### src/rtl/tape_rec.sv
// tape_rec: cassette recorder. Samples the ULA MIC level, measures the time
// between level changes in sample ticks and encodes each pulse as a CSW-v1
// RLE byte stream. Bytes are buffered in a small FIFO and written to SDRAM
// one byte per Z80 refresh window (nRFSH low).
//
// Ports:
//   clk_cpu   CPU clock, rising edge
//   nRESET    asynchronous active-low reset
//   enable    record request (level)
//   mic       ULA MIC level (asynchronous)
//   nRFSH     Z80 refresh strobe, low marks a free SDRAM slot
//   mem_wr    write request for the current refresh window
//   mem_addr  BASE + size
//   mem_din   FIFO head byte
//   busy      recording or flushing (registered)
//   size      bytes committed to SDRAM
//   overflow  sticky, data was lost
//   full      sticky, MAXLEN bytes were written
module tape_rec #(
    parameter int unsigned DIV     = 80,
    parameter logic [24:0] BASE    = 25'h0400000,
    parameter logic [24:0] MAXLEN  = 25'h0100000,
    parameter int unsigned FIFO_AW = 4
) (
    input  logic        clk_cpu,
    input  logic        nRESET,
    input  logic        enable,
    input  logic        mic,
    input  logic        nRFSH,
    output logic        mem_wr,
    output logic [24:0] mem_addr,
    output logic [7:0]  mem_din,
    output logic        busy,
    output logic [24:0] size,
    output logic        overflow,
    output logic        full
);

    localparam int unsigned DEPTH = 1 << FIFO_AW;
    localparam int unsigned PW    = (DIV > 1) ? $clog2(DIV) : 1;
    localparam logic [PW-1:0] PRESC_MAX = PW'(DIV - 1);
    localparam logic [FIFO_AW:0] FIFO_DEPTH = (FIFO_AW + 1)'(DEPTH);

    typedef enum logic [2:0] {StIdle, StArm, StCount, StFlush, StDrain} state_e;

    state_e              state_q;
    logic                mic_s1_q, mic_s2_q, mic_prev_q;
    logic [PW-1:0]       presc_q;
    logic [31:0]         len_q;
    logic [31:0]         cap_q;
    logic                cap_v_q;
    logic [2:0]          emit_idx_q;
    logic [7:0]          fifo_mem_q [DEPTH];
    logic [FIFO_AW-1:0]  wptr_q, rptr_q;
    logic [FIFO_AW:0]    cnt_q;
    logic [24:0]         size_q;
    logic                overflow_q, full_q, done_win_q, busy_q;

    logic        mic_edge, presc_wrap;
    logic [31:0] len_inc, len_now, cap_new;
    logic [7:0]  push_byte;
    logic        emit_last, cap_short;
    logic        fifo_empty, fifo_full;
    logic        commit, push_req, push_ok, push_drop;

    assign mic_edge   = mic_s2_q ^ mic_prev_q;
    assign presc_wrap = (presc_q == PRESC_MAX);
    assign len_inc    = (&len_q) ? len_q : len_q + 32'd1;
    // Length including the tick that may complete in this very cycle.
    assign len_now    = presc_wrap ? len_inc : len_q;
    assign cap_new    = (len_now == 32'd0) ? 32'd1 : len_now;
    assign cap_short  = (cap_q[31:8] == 24'd0);

    // Long pulses are a zero marker followed by the 32-bit length, LSB first.
    always_comb begin
        push_byte = cap_q[7:0];
        emit_last = 1'b1;
        if (!cap_short) begin
            unique case (emit_idx_q)
                3'd0: begin push_byte = 8'h00;        emit_last = 1'b0; end
                3'd1: begin push_byte = cap_q[7:0];   emit_last = 1'b0; end
                3'd2: begin push_byte = cap_q[15:8];  emit_last = 1'b0; end
                3'd3: begin push_byte = cap_q[23:16]; emit_last = 1'b0; end
                default: begin push_byte = cap_q[31:24]; emit_last = 1'b1; end
            endcase
        end
    end

    assign fifo_empty = (cnt_q == '0);
    assign fifo_full  = (cnt_q == FIFO_DEPTH);
    assign mem_wr     = !fifo_empty && !full_q && !done_win_q;
    assign commit     = mem_wr && !nRFSH;
    // Once full, the emitter keeps running but its bytes go nowhere.
    assign push_req   = cap_v_q && !full_q;
    assign push_ok    = push_req && !fifo_full;
    assign push_drop  = push_req && fifo_full;

    assign mem_addr = BASE + size_q;
    assign mem_din  = fifo_empty ? 8'h00 : fifo_mem_q[rptr_q];
    assign busy     = busy_q;
    assign size     = size_q;
    assign overflow = overflow_q;
    assign full     = full_q;

    always_ff @(posedge clk_cpu or negedge nRESET) begin
        if (!nRESET) begin
            mic_s1_q   <= 1'b0;
            mic_s2_q   <= 1'b0;
            mic_prev_q <= 1'b0;
        end else begin
            mic_s1_q   <= mic;
            mic_s2_q   <= mic_s1_q;
            mic_prev_q <= mic_s2_q;
        end
    end

    always_ff @(posedge clk_cpu or negedge nRESET) begin
        if (!nRESET) begin
            state_q    <= StIdle;
            presc_q    <= '0;
            len_q      <= '0;
            cap_q      <= '0;
            cap_v_q    <= 1'b0;
            emit_idx_q <= '0;
            for (int i = 0; i < DEPTH; i++) fifo_mem_q[i] <= 8'h00;
            wptr_q     <= '0;
            rptr_q     <= '0;
            cnt_q      <= '0;
            size_q     <= '0;
            overflow_q <= 1'b0;
            full_q     <= 1'b0;
            done_win_q <= 1'b0;
            busy_q     <= 1'b0;
        end else begin
            if (presc_wrap) begin
                presc_q <= '0;
                len_q   <= len_inc;
            end else begin
                presc_q <= presc_q + 1'b1;
            end

            if (nRFSH) done_win_q <= 1'b0;

            if (cap_v_q) begin
                if (emit_last) begin
                    cap_v_q    <= 1'b0;
                    emit_idx_q <= '0;
                end else begin
                    emit_idx_q <= emit_idx_q + 3'd1;
                end
            end

            if (push_ok) begin
                fifo_mem_q[wptr_q] <= push_byte;
                wptr_q <= wptr_q + 1'b1;
            end
            if (push_drop) overflow_q <= 1'b1;

            if (commit) begin
                rptr_q     <= rptr_q + 1'b1;
                size_q     <= size_q + 25'd1;
                done_win_q <= 1'b1;
                if (size_q + 25'd1 == MAXLEN) full_q <= 1'b1;
            end

            if (push_ok && !commit) cnt_q <= cnt_q + 1'b1;
            else if (!push_ok && commit) cnt_q <= cnt_q - 1'b1;

            unique case (state_q)
                StIdle: begin
                    if (enable) begin
                        state_q    <= StArm;
                        busy_q     <= 1'b1;
                        size_q     <= '0;
                        overflow_q <= 1'b0;
                        full_q     <= 1'b0;
                        wptr_q     <= '0;
                        rptr_q     <= '0;
                        cnt_q      <= '0;
                        cap_v_q    <= 1'b0;
                        emit_idx_q <= '0;
                    end
                end
                StArm: begin
                    if (!enable) begin
                        state_q <= StDrain;
                    end else if (mic_edge) begin
                        len_q   <= '0;
                        presc_q <= '0;
                        state_q <= StCount;
                    end
                end
                StCount: begin
                    if (!enable) begin
                        state_q <= StFlush;
                    end else if (mic_edge) begin
                        len_q   <= '0;
                        presc_q <= '0;
                        if (cap_v_q) begin
                            overflow_q <= 1'b1;
                        end else begin
                            cap_q      <= cap_new;
                            cap_v_q    <= 1'b1;
                            emit_idx_q <= '0;
                        end
                    end
                end
                StFlush: begin
                    if (len_q != 32'd0) begin
                        if (cap_v_q) begin
                            overflow_q <= 1'b1;
                        end else begin
                            cap_q      <= len_q;
                            cap_v_q    <= 1'b1;
                            emit_idx_q <= '0;
                        end
                    end
                    state_q <= StDrain;
                end
                StDrain: begin
                    if (!cap_v_q && (fifo_empty || full_q)) begin
                        state_q <= StIdle;
                        busy_q  <= 1'b0;
                    end
                end
                default: begin
                    state_q <= StIdle;
                    busy_q  <= 1'b0;
                end
            endcase
        end
    end

endmodule

### config.mk
export PLATFORM = sky130hd
export DESIGN_NAME = tape_rec
export DESIGN_NICKNAME = d
export VERILOG_FILES = /design/src/rtl/tape_rec.sv
export SDC_FILE = /design/constraint.sdc
export NUM_CORES = 1
export LEC_CHECK = 0
export CAP_MARGIN = 0
export CORE_MARGIN = 5
export CORE_UTILIZATION = 50
export CTS_BUF_LIST = sky130_fd_sc_hd__clkbuf_2
export CTS_CLUSTER_SIZE = 25
export DETAILED_ROUTE_END_ITERATION = 12
export PLACE_DENSITY = 0.69
export SLEW_MARGIN = 10
export SYNTH_ARGS = -nofsm -noshare
export SYNTH_HDL_FRONTEND = slang
export SYNTH_SLANG_ARGS = --single-unit
### constraint.sdc
create_clock -name clk_cpu -period 3.9 [get_ports clk_cpu]
set_input_delay 0.585 -clock clk_cpu [delete_from_list [all_inputs] [get_ports clk_cpu]]
set_output_delay 0.585 -clock clk_cpu [all_outputs]
set_load 0.02 [all_outputs]
# == Word level (Yosys, flattened, before mapping) ==
# Cells that the tools add are included.
# totals
register_bits,251
latch_bits,0
mem_bits_rw,0
rom_bits,0
inputBits,5
out_inout_bits,62
word_cells,180
n_memories,0
# classes
n_addsub,9
mul,0
div_mod_pow,0
n_lt_le_gt_ge,3
eq_ne,19
shifts,0
mux,78
bitwise,4
n_reduce_logical,34
# op_table
operator,count
$mux W32,11
$bwmux W128,1
$mux W25,3
$pmux W32 S2,1
$mux W8,5
$mux W3,12
$add A32 B1 Y32 const B,1
$bmux W8 S4,1
$demux W8 S4,1
$logic_not A32 Y1,1
$pmux W8 S4,1
$reduce_and A32 Y1,1
$reduce_bool A32 Y1,1
$mux W7,4
$add A23 B25 Y25 const A,1
$add A25 B1 Y25 const B,1
$eq A25 B21 Y1 const B,1
$logic_not A24 Y1,1
$mux W4,6
$mux W1,23
$mux W5,4
$ne A2 B2 Y1 const B,8
$pmux W3 S5,1
$eq A3 B2 Y1 const B,4
29 further kinds,53

# == Logic depth before layout (Yosys ltp) ==
# Gate-level depths: netlist of the first run.
# logic_depth
word_depth,10
ltp_mapped,13
ltp_nobuf,11

# == Least setup slack after synthesis of the first run ==
# No wires, ideal clock.
# synth_path
path_type,reg2out
from,register rptr_q[0]
to,output port mem_din[0]
arrival_ps,2400
required_time_ps,3315
setup_slack_ps,915
path_stages_with_launch,6
n_path_buf,2
path_cell_list,dfrtp_1 clkbuf_1 buf_1 mux4_2 mux4_2 nor2b_1
# synth_via
elab_chain_cells,5
# synth_rtl
element,line,rtl
"start, declared",54,"logic [FIFO_AW-1:0] wptr_q, rptr_q;"
"start signal, assigned",160,rptr_q <= rptr_q + 1'b1;
$not A4 Y5 (not written as such),99,assign mem_din = fifo_empty ? 8'h00 : fifo_mem_q[rptr_q];
$bmux W8 S4,99,
$mux W8 (not written as such) (2 in series),99,
$mux W8,99,
"end, declared",32,"output logic [7:0] mem_din,"
# Every way passes these cells. The select of a mux whose other input is x is not followed.

# == Worst setup path in the final report of the first run ==
# layout_path
from,register rptr_q[0]
to,output port mem_din[5]
# Same word-level chain as after synthesis.

==> reports/qor.yml, run 1 <==
crit_top_cell: "mux4_2"
synth.largest_area_cell: "dfrtp_1"
synth.distinct_cells: 69
post-route-period-util_pct: 95.4
syn_inst: 1383
layout-drive-gt1-share_pct: 14.0
grt_pass1_vias: 10300
drc: 0
tns_ns: 0
p_per_area_nw_per_um2: 554
cp.required_ns: 3.31
syn_area_per_cell_um2: 9.52
clock-skew-final_ns: 0.0999
syn_area_um2: 13200
critPathCaptureType: "primary output"
grtUsageTotal_pct: 22.5
grt_pass1_wl_mm: 53.6
cts_max_level: 3
hpwl_mm: 22.1
finalSetupViolations: 0
arrival_ns: 3.14
numCtsBuffers: 70
cts_tree: "built"
finalHoldViolations: 0
boundaryPins: 67
cts_root_buffer: "clkbuf_2"
seq_power_share_pct: 45.0
final_max_slew_viol_count: 0
synth.top_cell.area_share_pct: 47.7
wl_per_cell_um: 18.0
wl_mm: 32.7
nNetsFinal: 1465
dieArea_um2: 29700
worstRegToRegCells: 9
die_w_um: 172
drv_cap: 0
synth_edf_count: 0
nFillCells: 2295
numPortBuffers: 66
yosys_warnings: 0
cp.buffers_inverters: 2
reg2reg_to: "cap_q[0]"
antenna_found_initial: 1
gr-total-overflow: 0
switching_share_pct: 38.9
outcome: "complete, no violations"
dr.pass1.iters: 5
top_layer_used: "met4"
internal_power_uw: 4980
cp.depth: 5
tightest_slew_ns: 0.940
slew_headroom_pct: 37.0
wl_met3_mm: 1.68
ys_async_sr_fraction_pct: 100
fin_crit_ns: 3.72
gp_congestion: 0.973
postLayoutCellArea_um2: 14700
clkPwrFrac_pct: 23.1
die_height_um: 172
holdWs_ns: 0.231
first_iter_violations: 857
syn_nets: 1406
rrSetupSlack_ns: 0.85
vias: 10400
combPwrFrac_pct: 31.9
rsz0062_at_grt: "false"
path_class: "reg2out"
clockBufferDepth: 3
yosys_most_used_dff: "dfrtp_1"
cellLeakagePower_uw: 0.00625
dp_cells: 1703
cts_sinks: 251
core_um2: 26000
ys_seq_elements: 251
final_cells: 1820
synth_common_cells: "dfrtp_1 (251), nand2_1 (208), nor2_1 (152)"
cp_slowest_stage_delay_ns: 0.54
dr_wl_met2_mm: 15.7
crit_chain: "buf_12, mux4_2, mux4_2, nor2b_1, clkdlybuf4s50_1"
yosysMostFrequentCell: "dfrtp_1"
postCtsSetupRepairBufs: 0
std_cell_rows: 59
cpMaxStageDelayCell: "clkdlybuf4s50_1"
placed_area_um2: 14000
r2r_start: "len_q[25]"
cp-start-kind: "flop"
total_power_uw: 8150
area_growth_pct: 11.6
start_util_pct: 50.7
vias_per_cell: 5.72
met1_length_mm: 14.0
drtAntennaViolNets: 0
critPathTopFamily: "multiplexers"
crit_fanout: 18
grt_max_degree: 95
synthTopCellsByArea: "dfrtp_1 (48%), mux4_2 (6.8%), nand2_1 (5.9%), o21ai_0 (5.6%), nor2_1 (4.3%)"
vdd_ir_drop_max_uv: 338
fmax_mhz: 269
clkSlewWorstSetupHoldPaths_ns: 0.11
hold_path_class: "in2async"
yosysSeqAreaShare_pct: 47.7
clk_latency_ns: 0.86
p_sw_uw: 3170
## area by class of cell
class	instances	area, um2	share of cell area (%)
clock buffers	94	470	3.20
diodes	1	2.50	0.0170
repair buffers	104	1010	6.85
inverters	23	86.3	0.587
clock inverters	20	149	1.01
multi-input cells	992	6290	42.8
flip-flops and latches	251	6280	42.7
well taps	335	419	2.85
## per-layer routing
| metal | up-vias | global-route usage [%] |
|---|---|---|
| met5 | - | 0 |
| met4 | 0 | 10.6 |
| met3 | 96 | 3.61 |
| met2 | 335 | 36.6 |
| met1 | 5043 | 29.6 |
| li1 | 4933 | - |
## sequential cells by signal, summed over array words and instances, names as in the netlist, 3 cells and up
signal / count
cap_q: 32
rptr_q: 4
len_q: 32
presc_q: 7
emit_idx_q: 3
cnt_q: 5
fifo_mem_q: 128
state_q: 3
wptr_q: 4
size: 25
## cells by family after synthesis
kind of cell	share of synthesized area [%]
AOI/OAI and AO/OA	11.1
adders and majority gates	1.71
muxes	7.54
buffers and inverters	4.85
DFF	47.7
xor gates and xnor gates	7.05
and+or+nand+nor	20.1
## how the worst max path moves through the flow
stage	from	to	slack [ns]
after floorplan	rptr_q[0]	mem_din[0]	0.92
after global placement	rptr_q[0]	mem_din[6]	0.93
after detailed placement	len_q[16]	cap_q[0]	0.88
after CTS	rptr_q[0]	mem_din[5]	0.01
after global routing	rptr_q[0]	mem_din[2]	0.02
final	rptr_q[0]	mem_din[5]	0.18
## stage by stage
stage | util [%] | worst slack, ns
after floorplan | - | 0.915
after global placement | 54.1 | 0.930
after detailed placement | 54.1 | 0.876
after CTS | 56.5 | 0.0146
after global routing | 56.6 | 0.0234
final | 56.6 | 0.179
## timing repair
action                                  CTS  global route
hold endpoints to repair                 66             0
pin swaps                                 0             0
resized for setup                         1             0
endpoints found under the setup margin    1             6
hold buffers                              1             0
gates cloned                              0             1
## power by group through the flow
stage | clock network (uW) | registers [uW] | logic (uW)
after floorplan | 0 | 3390 | 2010
after global placement | 0 | 3690 | 2540
after detailed placement | 0 | 3700 | 2590
after CTS | 1960 | 3660 | 2590
after global routing | 2100 | 3750 | 2900
final | 1880 | 3670 | 2600
## placed cells by master, fill, tap and decap left out, types with 4 or more instances in the layout
master	synthesis	final
and3_1	17	17
xnor2_1	61	61
clkdlybuf4s50_1	0	64
clkinv_1	0	12
or3_1	10	10
nand4_1	24	24
a22oi_1	8	8
and2_1	12	12
nand3_1	56	56
xor2_1	45	45
or4_1	4	4
nor2_1	152	151
and4_1	5	5
ha_1	18	18
dfrtp_1	251	250
inv_1	23	23
mux2i_1	7	7
a311oi_1	4	4
a221oi_1	8	8
clkbuf_2	1	94
buf_4	24	33
nor2b_1	15	15
a21oi_1	48	48
o21ai_0	148	148
nor3_1	11	10
nand2_1	208	208
mux4_2	40	40
nor4_1	17	16
a31oi_1	9	9
o22ai_1	4	4
(Power assumes the default switching activity.)
==> inputs of run 2 (changes only) <==
Clock period 3.9 ns to 4.2 ns, I/O delays scaled along.
==> reports/qor.yml, run 2 (synthesis gave the netlist of run 1 again) <==
clk_latency_ns: 0.85  # about the same
finalSetupViolations: 0  # unchanged
gr-total-overflow: 0  # unchanged
reg2reg_to: "cap_q[0]"
grt_max_degree: 108  # +14%
nNetsFinal: 1450  # -1.0%
cp-start-kind: "flop"
largest_reg_flops: 128  # unchanged
clkSlewWorstSetupHoldPaths_ns: 0.10  # about the same
area_growth_pct: 10.1
die_height_um: 172  # unchanged
crit_fanout: 20  # +2
final_common_cell: "dfrtp_1"
finalHoldViolations: 0  # unchanged
fin_crit_ns: 3.97
arrival_ns: 3.34  # +0.20 ns
preCtsSetupSlack_ns: 0.885  # +0.00855 ns
final_cell_mix: "dfrtp_1 (250), nand2_1 (208), nor2_1 (151), o21ai_0 (148), clkbuf_2 (93)"
wl_per_cell_um: 17.6  # -2.1%
vias: 10400  # -0.46%
first_iter_violations: 869  # +1.4%
largest_registers: "fifo_mem_q: 128 flops, cap_q: 32 flops, len_q: 32 flops"
nFillCells: 2341  # +2.0%
dr.pass1.iters: 6  # +1
post-route-period-util_pct: 94.6
p_per_area_nw_per_um2: 507  # -8.5%
cts_max_level: 3  # unchanged
fmax_mhz: 252
slew_headroom_pct: 34.1  # -2.9 points
tns_ns: 0  # unchanged
holdWs_ns: 0.255  # +0.0237 ns
final_max_slew_viol_count: 0  # unchanged
gp_congestion: 0.957  # -1.6%
drc: 0  # unchanged
cts_sinks: 251  # unchanged
path_class: "reg2out"
layout-drive-gt1-share_pct: 13.2  # -0.82 points
wl_mm: 31.7  # -3.2%
grtUsageTotal_pct: 22.0  # -0.46 points
rsz0062_at_grt: "false"
multi_input_area_um2: 6290  # unchanged
final_cells: 1799  # -1.2%
dp_cells: 1691  # -0.70%
hold_path_class: "in2reg"
vdd_ir_drop_max_uv: 271  # -20%
start_util_pct: 50.7  # unchanged
clock-skew-final_ns: 0.102  # +0.00224 ns
vias_per_cell: 5.76  # +0.70%
tightest_slew_ns: 0.983  # +0.0427 ns
postCtsSetupRepairBufs: 0  # unchanged
outcome: "complete, no violations"
drtAntennaViolNets: 0  # unchanged
worstRegToRegCells: 10  # +1
fin_ws_ns: 0.226  # +0.0475 ns
cts_root_buffer: "clkbuf_2"
drv_cap: 0  # unchanged
grt_pass1_wl_mm: 52.6  # -1.9%
grt_pass1_vias: 10300  # -0.11%
regArea_um2: 6280  # about the same
numCtsBuffers: 68  # -2.9%
crit_start: "rptr_q[0]"
boundaryPins: 67  # unchanged
hpwl_mm: 21.2  # -4.2%
antenna_found_initial: 1  # unchanged
final_util_pct: 55.8  # -0.79 points
dieArea_um2: 29700  # unchanged
numPortBuffers: 66  # unchanged
critPathCaptureType: "primary output"
setup.worst_path.end: "mem_din[1]"
rrSetupSlack_ns: 1.00  # +0.15 ns
cellLeakagePower_uw: 0.00614  # -1.8%
clockBufferDepth: 3  # unchanged
cp.required_ns: 3.57  # +0.26 ns
r2r_start: "len_q[0]"
die_w_um: 172  # unchanged
cts_tree: "built"
std_cell_rows: 59  # unchanged
top_register: "fifo_mem_q"
core_um2: 26000  # unchanged
[run 2: changes by cell type in the layout (fill, tap and decap cells not counted), moves of 2 or more]
cell and delta:
buf_4 -11, inv_2 +2, clkinv_2 -2, clkinv_1 -6
bufinv_16 -2
[run 2: repair_timing]
action / 4_1_cts / 5_1_grt
hold buffers: 1 / 0
gates resized for setup: 1 / 0
hold endpoints to repair: 104 / 0
endpoints found under the setup margin: 1 / 0
[run 2: final cells by class]
type                    instances  share of cell area, %
clock inverters                13                  0.492
repair buffers                 91                   6.08
multi-input cells             992                   43.4
diodes                          1                 0.0173
clock buffers                  93                   3.21
inverters                      23                  0.595
flip-flops and latches        251                   43.4
well taps                     335                   2.89
[run 2: power breakdown]
part | leakage [uW] | internal (uW) | switching (uW) | total, uW
logic | 0.00233 | 1020 | 1310 | 2330
clock network | 0.000417 | 596 | 992 | 1590
registers | 0.00339 | 2850 | 587 | 3430
[run 2: through the flow]
step / total power, uW / area, um2
3_3_place_gp: 5720 / 13900
3_5_place_dp: 5800 / 13900
5_1_grt: 7890 / 14500
2_1_floorplan: 5010 / 13200
6_report: 7350 / 14500
4_1_cts: 7430 / 14500
[run 2: worst min path at each step]
stage,from,endpoint,slack [ns],cells past startpoint
final,mic,mic_s1_q,0.25,1
after global routing,mic,mic_s1_q,0.11,1
after CTS,mic,mic_s1_q,0.16,1
after detailed placement,mic_s1_q,mic_s2_q,0.34,0
after global placement,mic_s1_q,mic_s2_q,0.33,0
after floorplan,nRESET,busy,0.33,0
[run 2: critical path, cell delays in order, from the launching register on]
cell,delay [ns]
dfrtp_4,0.64
buf_12,0.25
mux4_2,0.52
mux4_2,0.47
nor2b_1,0.14
clkdlybuf4s50_1,0.53
[run 2: per-layer routing]
metal  wire [um]  part of all wire, %  up-vias  GRT usage, %
met3        2140                  6.8       98          4.64
met2       15100                   48      331          35.7
met5           0                    0        -             0
met4        1030                  3.3        0          8.89
li1            -                    -     4903             -
met1       13400                   42     5027          29.1
